[config.mk]
export PLATFORM = sky130hd
export DESIGN_NAME = pipe_add_sub
export DESIGN_NICKNAME = d
export VERILOG_FILES = /design/src/rtl/pipe_add_sub_pkg.sv /design/src/rtl/pipe_add_sub_cla_group.sv /design/src/rtl/pipe_add_sub.sv
export SDC_FILE = /design/constraint.sdc
export NUM_CORES = 1
export LEC_CHECK = 0
export ABC_CLOCK_PERIOD_IN_PS = 5200
export BUFFER_PORTS_ARGS = -buffer_cell sky130_fd_sc_hd__buf_2
export CAP_MARGIN = 20
export CORE_MARGIN = 5
export CORE_UTILIZATION = 52
export CTS_BUF_LIST = sky130_fd_sc_hd__clkbuf_16
export DETAILED_ROUTE_END_ITERATION = 10
export GPL_TIMING_DRIVEN = 0
export PLACE_DENSITY_LB_ADDON = 0.05
export SETUP_SLACK_MARGIN = 0.1
export SLEW_MARGIN = 30
export SYNTH_ARGS = -nofsm -noshare
export SYNTH_HDL_FRONTEND = slang
export SYNTH_SLANG_ARGS = --single-unit
[constraint.sdc]
create_clock -name clk -period 5.2 [get_ports clk]
set_input_delay 0.26 -clock clk [delete_from_list [all_inputs] [get_ports clk]]
set_output_delay 0.26 -clock clk [all_outputs]
set_load 0.005 [all_outputs]
[src/rtl/pipe_add_sub_pkg.sv]
//============================================================================
// Module   : pipe_add_sub_pkg
// Purpose  : Op encodings and slice-size helper for the pipelined add/sub unit.
// Revision : 1.0 - initial release
//============================================================================
`default_nettype none

package pipe_add_sub_pkg;

  localparam logic [1:0] OP_ADD = 2'b00;
  localparam logic [1:0] OP_SUB = 2'b01;
  localparam logic [1:0] OP_ADC = 2'b10;
  localparam logic [1:0] OP_SBB = 2'b11;

  function automatic int slice_width(input int width, input int stages);
    return width / stages;
  endfunction

endpackage

`default_nettype wire

[src/rtl/pipe_add_sub_cla_group.sv]
//============================================================================
// Module   : cla_group
// Purpose  : CHUNK-bit carry-lookahead group with group propagate/generate.
// Revision : 1.0 - initial release
//============================================================================
`default_nettype none

module cla_group #(
  parameter int CHUNK = 4
) (
  input  logic [CHUNK-1:0] a,
  input  logic [CHUNK-1:0] b,
  input  logic             cin,
  output logic [CHUNK-1:0] sum,
  output logic             cout,
  output logic             p_grp,
  output logic             g_grp
);

  logic [CHUNK-1:0] w_p;
  logic [CHUNK-1:0] w_g;
  logic [CHUNK:0]   w_c;
  logic             w_gg;

  assign w_p = a ^ b;
  assign w_g = a & b;

  always_comb begin
    w_c[0] = cin;
    w_gg   = 1'b0;
    for (int i = 0; i < CHUNK; i++) begin
      w_c[i+1] = w_g[i] | (w_p[i] & w_c[i]);
      w_gg     = w_g[i] | (w_p[i] & w_gg);
    end
  end

  assign sum   = w_p ^ w_c[CHUNK-1:0];
  assign cout  = w_c[CHUNK];
  assign p_grp = &w_p;
  assign g_grp = w_gg;

endmodule

`default_nettype wire

[src/rtl/pipe_add_sub.sv]
//============================================================================
// Module   : pipe_add_sub
// Purpose  : Pipelined WIDTH-bit ADD/SUB/ADC/SBB with carry, overflow and
//            zero flags; one carry slice per stage, valid/ready both sides.
//            Optional saturation enabled by macro PIPE_ADD_SUB_SAT_EN.
// Revision : 1.0 - initial release
//============================================================================
`default_nettype none

module pipe_add_sub
  import pipe_add_sub_pkg::*;
#(
  parameter int WIDTH  = 32,
  parameter int STAGES = 4,
  parameter int CHUNK  = 4
) (
  input  logic             clk,
  input  logic             rst,
  input  logic             in_valid,
  output logic             in_ready,
  input  logic [WIDTH-1:0] in_a,
  input  logic [WIDTH-1:0] in_b,
  input  logic [1:0]       in_op,
  input  logic             in_cin,
`ifdef PIPE_ADD_SUB_SAT_EN
  input  logic             in_sat,
`endif
  output logic             out_valid,
  input  logic             out_ready,
  output logic [WIDTH-1:0] out_sum,
  output logic             out_cout,
  output logic             out_ovf,
  output logic             out_zero
);

  localparam int c_slice = slice_width(WIDTH, STAGES);
  localparam int c_ngrp  = c_slice / CHUNK;

  if ((STAGES < 1) || (CHUNK < 1) || (WIDTH % STAGES != 0) ||
      (c_slice % CHUNK != 0) || (STAGES > WIDTH / CHUNK)) begin : g_param_check
    $error("pipe_add_sub: illegal WIDTH/STAGES/CHUNK combination");
  end

  logic [STAGES-1:0][WIDTH-1:0] r_a, r_b, r_sum;
  logic [STAGES-1:0]            r_c, r_vld;
  logic                         r_ovf, r_zero;

  logic [STAGES-1:0][WIDTH-1:0] w_a_in, w_b_in, w_sum_in, w_sum_nxt;
  logic [STAGES-1:0]            w_c_in, w_c_nxt, w_vld_in;
  logic                         w_ovf, w_zero, w_adv;
  logic [WIDTH-1:0]             w_bp;
  logic                         w_c0;
`ifdef PIPE_ADD_SUB_SAT_EN
  logic [STAGES-1:0]            r_sat, w_sat_in;
  logic w_unused_tail;
  assign w_unused_tail = ^{r_a[STAGES-1], r_b[STAGES-1], r_sat[STAGES-1]};
`else
  logic w_unused_tail;
  assign w_unused_tail = ^{r_a[STAGES-1], r_b[STAGES-1]};
`endif

  // The whole pipe moves together; only a stalled valid output blocks it.
  assign w_adv    = !r_vld[STAGES-1] || out_ready;
  assign in_ready = w_adv;

  always_comb begin
    w_bp = in_b;
    w_c0 = 1'b0;
    case (in_op)
      OP_SUB: begin w_bp = ~in_b; w_c0 = 1'b1;   end
      OP_ADC: begin               w_c0 = in_cin; end
      OP_SBB: begin w_bp = ~in_b; w_c0 = in_cin; end
      default: ;
    endcase
  end

  for (genvar k = 0; k < STAGES; k++) begin : g_stage
    logic [c_ngrp:0]    w_gc;
    logic [c_slice-1:0] w_ssum;
    logic [WIDTH-1:0]   w_raw;
    logic [c_ngrp-1:0]  w_unused_p, w_unused_g;

    if (k == 0) begin : g_first
      assign w_a_in[k]   = in_a;
      assign w_b_in[k]   = w_bp;
      assign w_c_in[k]   = w_c0;
      assign w_sum_in[k] = '0;
      assign w_vld_in[k] = in_valid;
`ifdef PIPE_ADD_SUB_SAT_EN
      assign w_sat_in[k] = in_sat;
`endif
    end else begin : g_follow
      assign w_a_in[k]   = r_a[k-1];
      assign w_b_in[k]   = r_b[k-1];
      assign w_c_in[k]   = r_c[k-1];
      assign w_sum_in[k] = r_sum[k-1];
      assign w_vld_in[k] = r_vld[k-1];
`ifdef PIPE_ADD_SUB_SAT_EN
      assign w_sat_in[k] = r_sat[k-1];
`endif
    end

    assign w_gc[0] = w_c_in[k];
    for (genvar j = 0; j < c_ngrp; j++) begin : g_grp
      cla_group #(.CHUNK(CHUNK)) u_cla (
        .a     (w_a_in[k][k*c_slice + j*CHUNK +: CHUNK]),
        .b     (w_b_in[k][k*c_slice + j*CHUNK +: CHUNK]),
        .cin   (w_gc[j]),
        .sum   (w_ssum[j*CHUNK +: CHUNK]),
        .cout  (w_gc[j+1]),
        .p_grp (w_unused_p[j]),
        .g_grp (w_unused_g[j])
      );
    end

    always_comb begin
      w_raw = w_sum_in[k];
      w_raw[k*c_slice +: c_slice] = w_ssum;
    end
    assign w_c_nxt[k] = w_gc[c_ngrp];

    if (k == STAGES - 1) begin : g_last
      logic w_cmsb, w_ov;
      logic [WIDTH-1:0] w_fin;
      // Carry into the MSB recovered from its sum bit: s = a ^ b ^ c.
      assign w_cmsb = w_a_in[k][WIDTH-1] ^ w_b_in[k][WIDTH-1] ^ w_raw[WIDTH-1];
      assign w_ov   = w_cmsb ^ w_gc[c_ngrp];
`ifdef PIPE_ADD_SUB_SAT_EN
      // A wrapped MSB of 1 means the true result was positive.
      assign w_fin = (w_sat_in[k] && w_ov) ?
                     (w_raw[WIDTH-1] ? {1'b0, {(WIDTH-1){1'b1}}}
                                     : {1'b1, {(WIDTH-1){1'b0}}}) : w_raw;
`else
      assign w_fin = w_raw;
`endif
      assign w_sum_nxt[k] = w_fin;
      assign w_ovf        = w_ov;
      assign w_zero       = ~|w_fin;
    end else begin : g_pass
      assign w_sum_nxt[k] = w_raw;
    end
  end

  always_ff @(posedge clk or posedge rst) begin
    if (rst) begin
      r_a    <= '0;
      r_b    <= '0;
      r_sum  <= '0;
      r_c    <= '0;
      r_vld  <= '0;
      r_ovf  <= 1'b0;
      r_zero <= 1'b0;
`ifdef PIPE_ADD_SUB_SAT_EN
      r_sat  <= '0;
`endif
    end else if (w_adv) begin
      r_a    <= w_a_in;
      r_b    <= w_b_in;
      r_sum  <= w_sum_nxt;
      r_c    <= w_c_nxt;
      r_vld  <= w_vld_in;
      r_ovf  <= w_ovf;
      r_zero <= w_zero;
`ifdef PIPE_ADD_SUB_SAT_EN
      r_sat  <= w_sat_in;
`endif
    end
  end

  assign out_valid = r_vld[STAGES-1];
  assign out_sum   = r_sum[STAGES-1];
  assign out_cout  = r_c[STAGES-1];
  assign out_ovf   = r_ovf;
  assign out_zero  = r_zero;

endmodule

`default_nettype wire

## After elaboration in Yosys (flattened, before gate mapping)

Index checks and enable logic that the tools add are counted.

- Register bits after elaboration: 282
- Input port bits: 71
- Output and inout port bits: 37
- Logic and storage cells: 117

- Equal/unequal tests: 3
- Muxes and demuxes: 2
- Bitwise gates (word level): 92
- Reductions and logical operators: 6

Operators with widths:

| cell | count |
|---|---|
| XOR 4 bit | 16 |
| bitwise AND 1 bit | 32 |
| bitwise AND 4 bit | 8 |
| 2-to-1 mux 32 bit | 1 |
| inverter 32 bit | 1 |
| OR 1 bit | 32 |
| OR reduction 32 bit | 1 |
| equality test 2 bit, second input constant | 2 |
| OR reduction 2 bit | 2 |
| XOR 1 bit | 3 |
| equality test 2 x 1 -> 1 bit, second input constant | 1 |
| logical NOT 1 bit | 2 |
| case mux 1 bit (2 select lines) | 1 |
| logical OR 1 bit | 1 |

## Longest topological paths before layout

- Depth after elaboration: 20
- Gate-level depth with buffers: 14

## Cells and area by module

Synthesis repeated with hierarchy kept, for this count alone.

- Cells, all modules: 997
- Area total of the unflattened synthesis: 8991.1 µm²

By module, submodules not included:

| module | times used | cells an instance | area each (µm²) | sequential area each (µm²) |
|---|---|---|---|---|
| pipe_add_sub | 1 | 810 | 7433.4 | 4654.5 |
| cla_group (g_stage[1].g_grp[1].u_cla ...) | 5 | 23 | 195.2 | 0.0 |
| cla_group (g_stage[0].g_grp[0].u_cla ...) | 3 | 24 | 193.9 | 0.0 |

## Worst setup path after synthesis

Ideal clock, no wire load.

- Kind: input port to flip-flop
- From: in in_op[0]
- To: reg r_sum, in the netlist g_stage[1].w_raw[7]
- Setup time: 117 ps
- Arrival: 4186 ps
- Required time: 5083 ps
- Setup slack: 897 ps
- Cell stages on the path: 14
- Path buffers: 2
- Path through: buf_2 > buf_4 > mux2i_1 > fa_1 > fa_1 > fa_1 > fa_1 > fa_1 > fa_1 > fa_1 > inv_1 > fa_1 > nand2_1 > nand2_1

- Cells in the longest elaborated chain, start to end: 19
- Elaborated cells on any way between the ends: 26
- Classes of those cells: eq/ne: 3; mux: 2; bitwise: 19; reduce/logical: 2

Ends and longest elaborated chain:

| what | RTL line | source |
|---|---|---|
| start: declaration | pipe_add_sub.sv:23 | `input logic [1:0] in_op,` |
| equality test 2 bit or equality test 2 x 1 -> 1 bit (tied branches) | pipe_add_sub.sv:69 | `case (in_op)` |
| OR reduction 2 bit (no source line) | - |  |
| 2-to-1 mux 32 bit | - |  |
| XOR 4 bit | pipe_add_sub_cla_group.sv:25 | `assign w_p = a ^ b;` |
| bitwise AND 1 bit | pipe_add_sub_cla_group.sv:32 | `w_c[i+1] = w_g[i] \| (w_p[i] & w_c[i]);` |
| OR 1 bit | pipe_add_sub_cla_group.sv:32 |  |
| bitwise AND 1 bit | pipe_add_sub_cla_group.sv:32 |  |
| OR 1 bit | pipe_add_sub_cla_group.sv:32 |  |
| (+4 left out) | - |  |
| bitwise AND 1 bit | pipe_add_sub_cla_group.sv:32 |  |
| OR 1 bit | pipe_add_sub_cla_group.sv:32 |  |
| bitwise AND 1 bit | pipe_add_sub_cla_group.sv:32 |  |
| OR 1 bit | pipe_add_sub_cla_group.sv:32 |  |
| bitwise AND 1 bit | pipe_add_sub_cla_group.sv:32 |  |
| OR 1 bit | pipe_add_sub_cla_group.sv:32 |  |
| XOR 4 bit * | pipe_add_sub_cla_group.sv:37 | `assign sum = w_p ^ w_c[CHUNK-1:0];` |
| named net g_stage[0].g_grp[1].u_cla.sum[3] | pipe_add_sub_cla_group.sv:14 | `output logic [CHUNK-1:0] sum,` |
| end signal: assignment | pipe_add_sub.sv:159 | `r_sum <= w_sum_nxt;` |
| end: declaration | pipe_add_sub.sv:44 | `logic [STAGES-1:0][WIDTH-1:0] r_a, r_b, r_sum;` |

Mark *: on every way through the listed nets, which the timed path passes. The rest lies on a longest branch.
A chain may end at the register's enable or synchronous reset.

## Final worst setup path

- From: reg r_c[2]
- To: reg r_zero (netlist: out_zero)

- Cells in the longest elaborated chain, start to end: 17
- Elaborated cells on any way between the ends: 18
- Classes of those cells: bitwise: 16; reduce/logical: 2

Ends and longest elaborated chain:

| what | RTL line | source |
|---|---|---|
| start: declaration | pipe_add_sub.sv:45 | `logic [STAGES-1:0] r_c, r_vld;` |
| start signal: assignment | pipe_add_sub.sv:160 | `r_c <= w_c_nxt;` |
| bitwise AND 1 bit | pipe_add_sub_cla_group.sv:32 |  |
| OR 1 bit | pipe_add_sub_cla_group.sv:32 |  |
| bitwise AND 1 bit | pipe_add_sub_cla_group.sv:32 |  |
| OR 1 bit | pipe_add_sub_cla_group.sv:32 |  |
| bitwise AND 1 bit | pipe_add_sub_cla_group.sv:32 |  |
| OR 1 bit | pipe_add_sub_cla_group.sv:32 |  |
| bitwise AND 1 bit | pipe_add_sub_cla_group.sv:32 |  |
| OR 1 bit | pipe_add_sub_cla_group.sv:32 |  |
| bitwise AND 1 bit | pipe_add_sub_cla_group.sv:32 |  |
| OR 1 bit | pipe_add_sub_cla_group.sv:32 |  |
| bitwise AND 1 bit | pipe_add_sub_cla_group.sv:32 |  |
| OR 1 bit | pipe_add_sub_cla_group.sv:32 |  |
| bitwise AND 1 bit | pipe_add_sub_cla_group.sv:32 |  |
| OR 1 bit | pipe_add_sub_cla_group.sv:32 |  |
| XOR 4 bit | pipe_add_sub_cla_group.sv:37 |  |
| OR reduction 32 bit * | pipe_add_sub.sv:138 | `assign w_zero = ~\|w_fin;` |
| logical NOT 1 bit * | pipe_add_sub.sv:138 |  |
| end signal: assignment | pipe_add_sub.sv:163 | `r_zero <= w_zero;` |
| end: declaration | pipe_add_sub.sv:46 | `logic r_ovf, r_zero;` |

Every way passes the cells marked *; elsewhere a longest branch is shown, timed or not.

==> flow_summary.ini <==
[run_status]
status = complete, no violations

[sta]
fmax_ghz = 0.2413
finalSetupViolations = 0
fin_crit_sh_pct = 79.69
slew_headroom_pct = 64.59
grt_setup_unrepaired = false
fin_crit_ps = 4144
setup_ws_ps = 1056
hold_ws_ps = 19.42
slew_violations = 0
fin_skew_ps = 7.386
finalSetupTns_ps = 0
hold_violations = 0
worst_pin_slew_ps = 530.0

[global_routing]
grt_util_all_layers_pct = 20.81
grt_max_degree = 32
gr-total-overflow = 0
grt_pass1_vias = 5824
antenna_found_initial = 0
grt_pass1_wl_um = 29500

[route]
num_vias = 5695
drtIter0Drc = 317
vias_per_cell = 4.750
drc = 0
dr.pass1.iters = 4
wirelength_um = 17550
wl_per_cell_um = 14.64
antenna_left = 0

[power_and_ir_drop]
powerDensity_nw_per_um2 = 603.0
power_leakage_nw = 5.022
ir_drop_mv = 0.2999
p_total_mw = 5.807

[worst_hold_path]
hp-class = input port to flip-flop
hold_path_end = r_a[18]
hold_path_startpoint = in_a[18]
min_path_cells = 3

[logic_synthesis]
yosysTopAreaCell = dfrtp_1
yosys_warnings = 0
synth_seq_area_share_pct = 57.14
synth_seq_cells = 186
synthCells = 843
postSynthAreaPerCell_um2 = 9.662
synth_top_area_share_pct = 57.14
ys_types = 24
syn_area_um2 = 8145
syn-num-nets = 947
synthTopCellsByArea = dfrtp_1 57%, nand2_1 20%, fa_1 7.9%, xnor2_1 3.3%, o21ai_0 2.0%

[critical_path]
reg2reg_setup_slack_ps = 1060
worstRegToRegCells = 14
cp-start-kind = flip-flop
rr_endpoint = out_zero
critPathKind = flip-flop to flip-flop
worstSetupEndpointType = flip-flop
arrival_ps = 4480
reg2reg_from = r_c[2]
critPathMaxFanout = 3
crit_required_ps = 5540

[die]
die-area_um2 = 18270
num_rows = 45
io_pins = 108
die_y_um = 135.2
start_util_pct = 53.38
fp.coreArea_um2 = 15260
fp.dieW_um = 135.2

[clock_network]
path_clk_slew_ps = 60
cts_resized = 0
cts_tree = built
clk_latency_ps = 430
root_buffer = clkbuf_16
clkSinkCount = 186
clockBufferDepth = 2
cts_buffers = 17
cts_max_level = 4

[layout]
diodes = 0
final_nets = 1080
post_route_cells_drive_above_1_share_pct = 19.74
fill_cells = 1293
syn_to_final_growth_pct = 18.25

[job]
max_cap_viol_count = 0

[placed_design]
portBuffers = 106
pre_cts_ws_ps = 657.8
hpwl_um = 13550
place_congestion = 0.8098
-- through the flow --
stage               instances  cell area (um^2)  util, %
floorplan                 843              8149        -
global placement         1160              8944    58.61
detailed placement       1166              9071    59.45
CTS                      1198              9622    63.06
global route             1199              9632    63.12
finish                   1199              9632    63.12
-- report_power, final --
part	internal (mW)	switching [mW]
clock	0.688	0.509
combinational	0.906	1.18
sequential	2.10	0.429
-- state kept, by name, indices dropped and copies added, names as in the netlist --
name / cells
r_vld: 4
out_sum: 32
g_stage.g_last.w_fin: 24
r_c: 4
out_zero: 1
out_ovf: 1
r_b: 48
g_stage.w_raw: 24
r_a: 48
-- metal layers --
| layer | track usage [%] | vias to the layer above | routed length (um) |
|---|---|---|---|
| met2 | 31.50 | 122 | 8006 |
| met4 | 5.431 | 0 | 187 |
| met5 | 0 | - | 0 |
| met1 | 30.49 | 2728 | 8456 |
| li1 | - | 2834 | - |
| met3 | 5.163 | 11 | 903 |
-- layout by cell type (no fill, tap or decap), types with 3 or more instances in the layout --
cell	instances
a21oi_2	16
buf_12	5
buf_2	120
buf_4	18
buf_6	7
clkbuf_1	6
clkbuf_16	17
clkinv_1	5
clkinv_2	4
dfrtp_1	186
fa_1	32
inv_1	31
nand2_1	432
nor2_1	16
nor4_1	6
o21ai_0	32
o21ai_1	3
xnor2_1	31
xor2_1	3
-- what timing repair did --
action                                 CTS  global route
buffers inserted                         0             0
hold buffers                             1             1
endpoints found under the hold margin   16             1
-- how the worst max path moves through the flow --
stage                        start                  end  slack (ps)  depth (start not counted)
after floorplan           in_op[0]  g_stage[1].w_raw[7]         900                         14
after global placement    in_op[0]  g_stage[1].w_raw[7]         730                         14
after detailed placement  in_op[0]  g_stage[1].w_raw[7]         660                         14
after CTS                   r_c[2]              out_ovf        1030                         13
after global routing        r_c[2]             out_zero         780                         14
final                       r_c[2]             out_zero        1060                         14
-- cell usage after synthesis --
cell,count
nand4_1,2
o21ai_0,32
dfrtp_1,186
clkbuf_1,6
ha_1,1
nand2b_1,1
nand2_1,432
o21ai_1,3
mux2_4,1
xor2_1,3
nor2_1,16
xnor2_1,31
fa_1,32
buf_6,7
nor4_1,6
buf_2,14
nor2b_4,1
mux2i_1,1
nor4b_1,2
o31ai_1,1
inv_1,30
a21oi_2,16
inv_2,1
buf_4,18
-- critical path: stages (launching register included) --
cell	delay [ps]
dfrtp_1	390
inv_1	80
fa_1	160
inv_1	50
fa_1	400
fa_1	400
fa_1	390
fa_1	390
fa_1	380
fa_1	370
inv_1	80
fa_1	250
nor4b_1	300
nand4_1	160
o31ai_1	240
-- layout make-up --
type,count,area (um^2),share of cell area [%]
sequential,186,4654,48.32
inverter,31,120.1,1.247
timing repair buffer,114,678.2,7.041
clock inverter,14,115.1,1.195
clock buffer,17,425.4,4.417
buffer,45,306.5,3.183
multi-input combinational,581,3068,31.85
tap,211,264.0,2.741
-- cell families (layout without fill, tap and decap cells) --
logic type	count (synthesis)	after routing	synth area share (%)
muxes	2	2	0.3072
buffers and inverters	76	221	5.192
adders and majority gates	33	33	8.018
xor gates and xnor gates	34	34	3.656
and+or+nand+nor	460	460	21.72
DFF	186	186	57.14
AOI/OAI and AO/OA	52	52	3.963
(Power assumes the default switching activity.)
